## src/rtl/lsu_pkg.sv

```systemverilog
// rtl/lsu_pkg.sv - funct3 codes, FSM states and store lane-merge helpers for the load/store unit
package lsu_pkg;

  localparam logic [2:0] F3_B  = 3'b000;
  localparam logic [2:0] F3_H  = 3'b001;
  localparam logic [2:0] F3_W  = 3'b010;
  localparam logic [2:0] F3_BU = 3'b100;
  localparam logic [2:0] F3_HU = 3'b101;

  typedef enum logic [2:0] {
    ST_IDLE   = 3'd0,
    ST_LOAD   = 3'd1,
    ST_RMW_RD = 3'd2,
    ST_WRITE  = 3'd3,
    ST_ERR    = 3'd4
  } lsu_state_e;

  // Replaces the addressed byte/half lane of old_word; any other funct3 is a full-word store.
  function automatic logic [31:0] lane_merge(input logic [31:0] old_word,
                                             input logic [31:0] wdata,
                                             input logic [2:0]  funct3,
                                             input logic [1:0]  addr_lo);
    logic [31:0] merged;
    merged = old_word;
    if (funct3 == F3_B) begin
      case (addr_lo)
        2'd0:    merged[7:0]   = wdata[7:0];
        2'd1:    merged[15:8]  = wdata[7:0];
        2'd2:    merged[23:16] = wdata[7:0];
        default: merged[31:24] = wdata[7:0];
      endcase
    end else if (funct3 == F3_H) begin
      if (addr_lo[1]) merged[31:16] = wdata[15:0];
      else            merged[15:0]  = wdata[15:0];
    end else begin
      merged = wdata;
    end
    return merged;
  endfunction

  function automatic logic funct3_illegal(input logic we, input logic [2:0] funct3);
    logic bad;
    if (we) bad = !(funct3 == F3_B || funct3 == F3_H || funct3 == F3_W);
    else    bad = (funct3 == 3'b011 || funct3 == 3'b110 || funct3 == 3'b111);
    return bad;
  endfunction

  function automatic logic access_misaligned(input logic [2:0] funct3, input logic [1:0] addr_lo);
    logic bad;
    bad = 1'b0;
    if ((funct3 == F3_H || funct3 == F3_HU) && addr_lo[0]) bad = 1'b1;
    if (funct3 == F3_W && addr_lo != 2'b00)                bad = 1'b1;
    return bad;
  endfunction

endpackage

```

## src/rtl/lsu_if.sv

```systemverilog
// rtl/lsu_if.sv - request/response bus and data-memory bus interfaces for the load/store unit

interface lsu_req_if;
  logic        req_valid;
  logic        req_ready;
  logic        req_we;
  logic [2:0]  req_funct3;
  logic [31:0] req_addr;
  logic [31:0] req_wdata;
  logic        rsp_valid;
  logic [31:0] rsp_rdata;
  logic        rsp_err;

  modport master (
    output req_valid, req_we, req_funct3, req_addr, req_wdata,
    input  req_ready, rsp_valid, rsp_rdata, rsp_err
  );

  modport slave (
    input  req_valid, req_we, req_funct3, req_addr, req_wdata,
    output req_ready, rsp_valid, rsp_rdata, rsp_err
  );
endinterface

interface lsu_mem_if;
  logic [31:0] mem_A;
  logic        mem_WE;
  logic [31:0] mem_WD;
  logic [31:0] mem_RD;

  modport master (
    output mem_A, mem_WE, mem_WD,
    input  mem_RD
  );

  modport slave (
    input  mem_A, mem_WE, mem_WD,
    output mem_RD
  );
endinterface

```

## src/rtl/lsu_load_extend.sv

```systemverilog
// rtl/lsu_load_extend.sv - selects the byte/half lane of a memory word and sign/zero-extends it
module lsu_load_extend
  import lsu_pkg::*;
(
  input  logic [31:0] i_word,
  input  logic [1:0]  i_addr_lo,
  input  logic [2:0]  i_funct3,
  output logic [31:0] o_data
);

  logic [7:0]  w_byte;
  logic [15:0] w_half;

  always_comb begin
    w_byte = 8'h00;
    case (i_addr_lo)
      2'd0:    w_byte = i_word[7:0];
      2'd1:    w_byte = i_word[15:8];
      2'd2:    w_byte = i_word[23:16];
      default: w_byte = i_word[31:24];
    endcase
  end

  // Halfword lane ignores addr[0]: misaligned halves read the aligned-down lane.
  assign w_half = i_addr_lo[1] ? i_word[31:16] : i_word[15:0];

  always_comb begin
    o_data = 32'h0;
    case (i_funct3)
      F3_B:    o_data = {{24{w_byte[7]}}, w_byte};
      F3_BU:   o_data = {24'h0, w_byte};
      F3_H:    o_data = {{16{w_half[15]}}, w_half};
      F3_HU:   o_data = {16'h0, w_half};
      F3_W:    o_data = i_word;
      default: o_data = 32'h0;
    endcase
  end

endmodule

```

## src/rtl/load_store_unit.sv

```systemverilog
// rtl/load_store_unit.sv - RV32I load/store unit with read-modify-write sub-word stores
// Optional misalignment trapping: define LSU_MISALIGN_TRAP_EN.
module load_store_unit
  import lsu_pkg::*;
#(
  parameter int MEM_IDX_W = 10
) (
  input  logic      clk,
  input  logic      rst,
  lsu_req_if.slave  req_bus,
  lsu_mem_if.master mem_bus
);

  lsu_state_e  r_state;
  logic        r_ready;
  logic        r_rsp_valid;
  logic        r_rsp_err;
  logic [2:0]  r_funct3;
  logic [1:0]  r_addr_lo;
  logic [31:0] r_wdata;
  logic [31:0] r_mem_A;
  logic        r_mem_WE;
  logic [31:0] r_mem_WD;

  logic        w_req_err;
  logic [31:0] w_word_idx;
  logic [31:0] w_load_data;

  assign w_word_idx = {{(32 - MEM_IDX_W){1'b0}}, req_bus.req_addr[MEM_IDX_W+1:2]};

`ifdef LSU_MISALIGN_TRAP_EN
  assign w_req_err = funct3_illegal(req_bus.req_we, req_bus.req_funct3)
                   | access_misaligned(req_bus.req_funct3, req_bus.req_addr[1:0]);
`else
  assign w_req_err = funct3_illegal(req_bus.req_we, req_bus.req_funct3);
`endif

  lsu_load_extend u_load_extend (
    .i_word    (mem_bus.mem_RD),
    .i_addr_lo (r_addr_lo),
    .i_funct3  (r_funct3),
    .o_data    (w_load_data)
  );

  always_ff @(posedge clk) begin
    if (rst) begin
      r_state     <= ST_IDLE;
      r_ready     <= 1'b1;
      r_rsp_valid <= 1'b0;
      r_rsp_err   <= 1'b0;
      r_funct3    <= 3'b000;
      r_addr_lo   <= 2'b00;
      r_wdata     <= 32'h0;
      r_mem_A     <= 32'h0;
      r_mem_WE    <= 1'b0;
      r_mem_WD    <= 32'h0;
    end else begin
      case (r_state)
        ST_IDLE: begin
          if (req_bus.req_valid) begin
            r_funct3  <= req_bus.req_funct3;
            r_addr_lo <= req_bus.req_addr[1:0];
            r_wdata   <= req_bus.req_wdata;
            r_ready   <= 1'b0;
            if (w_req_err) begin
              r_state     <= ST_ERR;
              r_rsp_valid <= 1'b1;
              r_rsp_err   <= 1'b1;
            end else begin
              r_mem_A <= w_word_idx;
              if (!req_bus.req_we) begin
                r_state     <= ST_LOAD;
                r_rsp_valid <= 1'b1;
              end else if (req_bus.req_funct3 == F3_W) begin
                r_state     <= ST_WRITE;
                r_mem_WE    <= 1'b1;
                r_mem_WD    <= req_bus.req_wdata;
                r_rsp_valid <= 1'b1;
              end else begin
                r_state <= ST_RMW_RD;
              end
            end
          end
        end
        // Old word is merged as it is read, so WRITE only has to present it.
        ST_RMW_RD: begin
          r_mem_WD    <= lane_merge(mem_bus.mem_RD, r_wdata, r_funct3, r_addr_lo);
          r_mem_WE    <= 1'b1;
          r_rsp_valid <= 1'b1;
          r_state     <= ST_WRITE;
        end
        ST_LOAD, ST_WRITE, ST_ERR: begin
          r_state     <= ST_IDLE;
          r_ready     <= 1'b1;
          r_rsp_valid <= 1'b0;
          r_rsp_err   <= 1'b0;
          r_mem_WE    <= 1'b0;
        end
        default: begin
          r_state     <= ST_IDLE;
          r_ready     <= 1'b1;
          r_rsp_valid <= 1'b0;
          r_rsp_err   <= 1'b0;
          r_mem_WE    <= 1'b0;
        end
      endcase
    end
  end

  assign req_bus.req_ready = r_ready;
  assign req_bus.rsp_valid = r_rsp_valid;
  assign req_bus.rsp_err   = r_rsp_err;
  assign req_bus.rsp_rdata = (r_state == ST_LOAD) ? w_load_data : 32'h0;

  assign mem_bus.mem_A  = r_mem_A;
  assign mem_bus.mem_WE = r_mem_WE;
  assign mem_bus.mem_WD = r_mem_WD;

endmodule

```

## src/flat_wrapper.sv

```systemverilog
// flat-port wrapper written by rule: the top's interface ports become plain ports
module load_store_unit_flat import lsu_pkg::*;
#(
  parameter int MEM_IDX_W = 10
)
  (clk, rst, req_bus_req_valid, req_bus_req_we, req_bus_req_funct3, req_bus_req_addr, req_bus_req_wdata, req_bus_req_ready, req_bus_rsp_valid, req_bus_rsp_rdata, req_bus_rsp_err, mem_bus_mem_A, mem_bus_mem_WE, mem_bus_mem_WD, mem_bus_mem_RD);
  lsu_req_if req_bus_i ();
  lsu_mem_if mem_bus_i ();
  input  logic clk;
  input  logic rst;
  input wire logic [$bits(req_bus_i.req_valid)-1:0] req_bus_req_valid;
  input wire logic [$bits(req_bus_i.req_we)-1:0] req_bus_req_we;
  input wire logic [$bits(req_bus_i.req_funct3)-1:0] req_bus_req_funct3;
  input wire logic [$bits(req_bus_i.req_addr)-1:0] req_bus_req_addr;
  input wire logic [$bits(req_bus_i.req_wdata)-1:0] req_bus_req_wdata;
  output wire logic [$bits(req_bus_i.req_ready)-1:0] req_bus_req_ready;
  output wire logic [$bits(req_bus_i.rsp_valid)-1:0] req_bus_rsp_valid;
  output wire logic [$bits(req_bus_i.rsp_rdata)-1:0] req_bus_rsp_rdata;
  output wire logic [$bits(req_bus_i.rsp_err)-1:0] req_bus_rsp_err;
  output wire logic [$bits(mem_bus_i.mem_A)-1:0] mem_bus_mem_A;
  output wire logic [$bits(mem_bus_i.mem_WE)-1:0] mem_bus_mem_WE;
  output wire logic [$bits(mem_bus_i.mem_WD)-1:0] mem_bus_mem_WD;
  input wire logic [$bits(mem_bus_i.mem_RD)-1:0] mem_bus_mem_RD;
  assign req_bus_i.req_valid = req_bus_req_valid;
  assign req_bus_i.req_we = req_bus_req_we;
  assign req_bus_i.req_funct3 = req_bus_req_funct3;
  assign req_bus_i.req_addr = req_bus_req_addr;
  assign req_bus_i.req_wdata = req_bus_req_wdata;
  assign req_bus_req_ready = req_bus_i.req_ready;
  assign req_bus_rsp_valid = req_bus_i.rsp_valid;
  assign req_bus_rsp_rdata = req_bus_i.rsp_rdata;
  assign req_bus_rsp_err = req_bus_i.rsp_err;
  assign mem_bus_mem_A = mem_bus_i.mem_A;
  assign mem_bus_mem_WE = mem_bus_i.mem_WE;
  assign mem_bus_mem_WD = mem_bus_i.mem_WD;
  assign mem_bus_i.mem_RD = mem_bus_mem_RD;
  load_store_unit #(.MEM_IDX_W(MEM_IDX_W)) u_core (.clk(clk), .rst(rst), .req_bus(req_bus_i), .mem_bus(mem_bus_i));
endmodule
```

## config.mk

```make
export PLATFORM = sky130hd
export DESIGN_NAME = load_store_unit_flat
export DESIGN_NICKNAME = d
export VERILOG_FILES = /design/src/rtl/lsu_pkg.sv /design/src/rtl/lsu_if.sv /design/src/rtl/lsu_load_extend.sv /design/src/rtl/load_store_unit.sv /design/src/flat_wrapper.sv
export SDC_FILE = /design/constraint.sdc
export NUM_CORES = 1
export LEC_CHECK = 0
export CAP_MARGIN = 20
export CORE_MARGIN = 10
export CORE_UTILIZATION = 48
export DETAILED_ROUTE_END_ITERATION = 10
export PLACE_DENSITY = 0.87
export SKIP_LAST_GASP = 1
export SLEW_MARGIN = 20
export SYNTH_ARGS = -nofsm -noshare
export SYNTH_HDL_FRONTEND = slang
export SYNTH_SLANG_ARGS = --single-unit
```

## constraint.sdc

```tcl
create_clock -name clk -period 4.4 [get_ports clk]
set_input_delay 0.44 -clock clk [delete_from_list [all_inputs] [get_ports clk]]
set_output_delay 0.44 -clock clk [all_outputs]
set_load 0.01 [all_outputs]
```

==> impl_metrics.json <==
{
  "status": "completed",
  "crit_type": "reg2out",
  "final-setup-viol-count": 0,
  "cp.required_ns": 3.96,
  "relSlewSlack_pct": 27.9,
  "grt_max_degree": 69,
  "synthCells": 669,
  "start_util_pct": 49.5,
  "synth_top_area_share_pct": 33.4,
  "cp_max_fo": 23,
  "yosys.area.top_type": "dfxtp_1",
  "min_path_type": "reg2reg",
  "detail_route.wl_per_cell_um": 20.5,
  "ctsHoldBuffers": 0,
  "fmax_ghz": 0.283,
  "nets": 892,
  "syn_to_final_growth_pct": 33.3,
  "die_w_um": 124,
  "grt_antenna_before_repair": 0,
  "min_from": "u_core.mem_bus.mem_A[8]$_SDFFE_PP0P_",
  "viasPerCell": 6.20,
  "htree_levels": 3,
  "synth_edf_count": 0,
  "synth_area_leaders": "dfxtp_1 33%, a21oi_1 9.6%, nand2_1 8.2%",
  "fin_hold_ws_ns": 0.458,
  "yosysWarnings": 0,
  "drive_above_1_share_pct": 6.05,
  "finClkSkew_ns": 0.00612,
  "crit_path_end_kind": "output pin",
  "p_leak_uw": 0.00241,
  "ios": 203,
  "cts_buffers": 9,
  "synth_xor_xnor_area_share_pct": 0,
  "ant_nets": 0,
  "grt_pass1_vias": 5322,
  "synth_ff_type": "dfxtp_1",
  "finalWirelength_um": 19100,
  "syn_area_um2": 5150,
  "core_um2": 10400,
  "first_iter_violations": 621,
  "routed-via-count": 5762,
  "fin_crit_sh_pct": 80.4,
  "grt_pass1_wl_um": 28400,
  "synth_compound_area_share_pct": 28.5,
  "r2r_start": "u_core.r_addr_lo[0]$_SDFFE_PP0P_",
  "setup_ws_ns": 0.864,
  "post_cts_buffers": 0,
  "slew_viol_final": 0,
  "cts_sinks": 86,
  "dpl.hpwl_um": 14000,
  "dr.pass1.iters": 6,
  "overflow": 0,
  "cp_data_arrival_time_ns": 3.10,
  "track_usage_pct": 23.3,
  "cts.clk_slew.worst_paths_ns": 0.09,
  "clock_path_buffers": 2,
  "hold_violations": 0,
  "diodes": 0,
  "synth.yosys.seq_area_share_pct": 33.4,
  "startpoint_type": "flop",
  "ir_drop_mv": 0.236,
  "synth_top_family_by_area": "compound AO/OA/AOI/OAI gates",
  "preCtsSetupSlack_ns": 1.10,
  "syn_avg_cell_area_um2": 7.71,
  "cts_resized": 0,
  "finalCriticalPeriod_ns": 3.54,
  "startpoint": "u_core.r_addr_lo[0]$_SDFFE_PP0P_",
  "cap_viol_max_count": 0,
  "tritoncts": "done",
  "synthSimpleGateAreaFrac_pct": 22.9,
  "rsz0062_at_grt": "no",
  "clk_latency_ns": 0.37,
  "rows": 37,
  "ctsRootBufferMaster": "clkbuf_8",
  "worst_slew_pin_slew_ns": 1.08,
  "power.density_nw_per_um2": 297,
  "portBuffers": 160,
  "synthAdderAreaFrac_pct": 0,
  "tns_ns": 0,
  "ys_ff_latch": 86,
  "die_area_um2": 15300,
  "globalplace.congestion": 1.02,
  "synth_async_sr_flop_share_pct": 0,
  "die_h_um": 124,
  "drc": 0,
  "muxShareOfSynthArea_pct": 6.94,
  "synth.distinct_cells": 59
}
## state kept, by name (all words and copies together), names as in the netlist
name / cells
u_core.mem_bus.mem_WE: 1
u_core.r_funct3: 3
u_core.r_wdata: 32
u_core.mem_bus.mem_A: 10
u_core.r_addr_lo: 2
u_core.r_state: 3
u_core.req_bus.rsp_valid: 1
u_core.req_bus.req_ready: 1
u_core.mem_bus.mem_WD: 32
u_core.req_bus.rsp_err: 1
## report_power, final
group / switching (uW) / internal (uW)
registers: 53.1 / 831
clock network: 282 / 314
logic: 307 / 256
## synth_stat cells (8+ instances only)
master	count
nand2_1	113
a21oi_1	99
dfxtp_1	86
nor2_1	49
clkbuf_1	41
nand3_1	31
buf_4	22
a22oi_1	16
nand2b_1	13
o21ai_0	13
buf_2	11
mux2i_1	11
o21ai_1	10
o21bai_1	10
a211oi_1	8
a32o_1	8
o2bb2ai_1	8
o31ai_1	8
o32a_1	8
## layout make-up
class                           instances  area, um2
Inverter                                4       15.0
Tap cell                              136        170
Timing Repair Buffer                  167       1650
Multi-Input combinational cell        521       3110
Fill cell                             865       3540
Clock inverter                          5       75.1
Clock buffer                           10        128
Sequential cell                        86       1720
## final timing paths
kind	end	slack (ns)	cells after the start
max	req_bus_rsp_rdata[17]	0.86	5
min	u_core.mem_bus.mem_A[8]$_SDFFE_PP0P_	0.46	2
max reg2reg	u_core.mem_bus.mem_WD[1]$_SDFFE_PP0P_	1.67	4
min reg2reg	u_core.mem_bus.mem_A[8]$_SDFFE_PP0P_	0.46	2
## through the flow
step	cells	util [%]	total power, uW	area, um2
after floorplan	690	-	1210	5230
after global placement	914	64.0	1430	6660
after detailed placement	914	64.0	1450	6660
after CTS	929	65.9	2030	6870
after global routing	929	66.0	2130	6870
final	929	66.0	2040	6870
## worst max-delay path, cell delays in order (launching register included)
cell and delay (ns):
dfxtp_1 0.91, mux2i_1 0.22, nand3_1 0.13, nand3_1 0.45, a21oi_1 0.41, clkdlybuf4s50_1 0.60
## placed cells by master (no fill, tap or decap), types with 8 or more instances in the layout
| cell | n |
|---|---|
| o32a_1 | 8 |
| nand2b_1 | 13 |
| buf_4 | 8 |
| o2bb2ai_1 | 8 |
| clkdlybuf4s50_1 | 159 |
| a21oi_1 | 99 |
| clkbuf_8 | 9 |
| o21ai_0 | 13 |
| nand2_1 | 113 |
| mux2i_1 | 11 |
| o21ai_1 | 10 |
| o31ai_1 | 8 |
| a32o_1 | 8 |
| nor2_1 | 49 |
| o21bai_1 | 10 |
| nand3_1 | 30 |
| conb_1 | 22 |
| dfxtp_1 | 86 |
| a22oi_1 | 16 |
## cell families (layout without fill, tap and decap cells)
logic type | count (synthesis) | in the layout
buffers and inverters | 83 | 186
DFF | 86 | 86
muxes | 26 | 26
and+or+nand+nor | 249 | 249
other | 1 | 22
AOI/OAI and AO/OA | 224 | 224
## per-layer routing
| layer | up-vias | track usage, % | part of all wire [%] |
|---|---|---|---|
| met4 | 0 | 8.88 | 3.2 |
| li1 | 2641 | - | - |
| met1 | 2658 | 28.8 | 38 |
| met3 | 59 | 7.56 | 14 |
| met5 | - | 0 | 0 |
| met2 | 404 | 37.2 | 45 |
No activity file was read; power rests on OpenSTA's default activity.
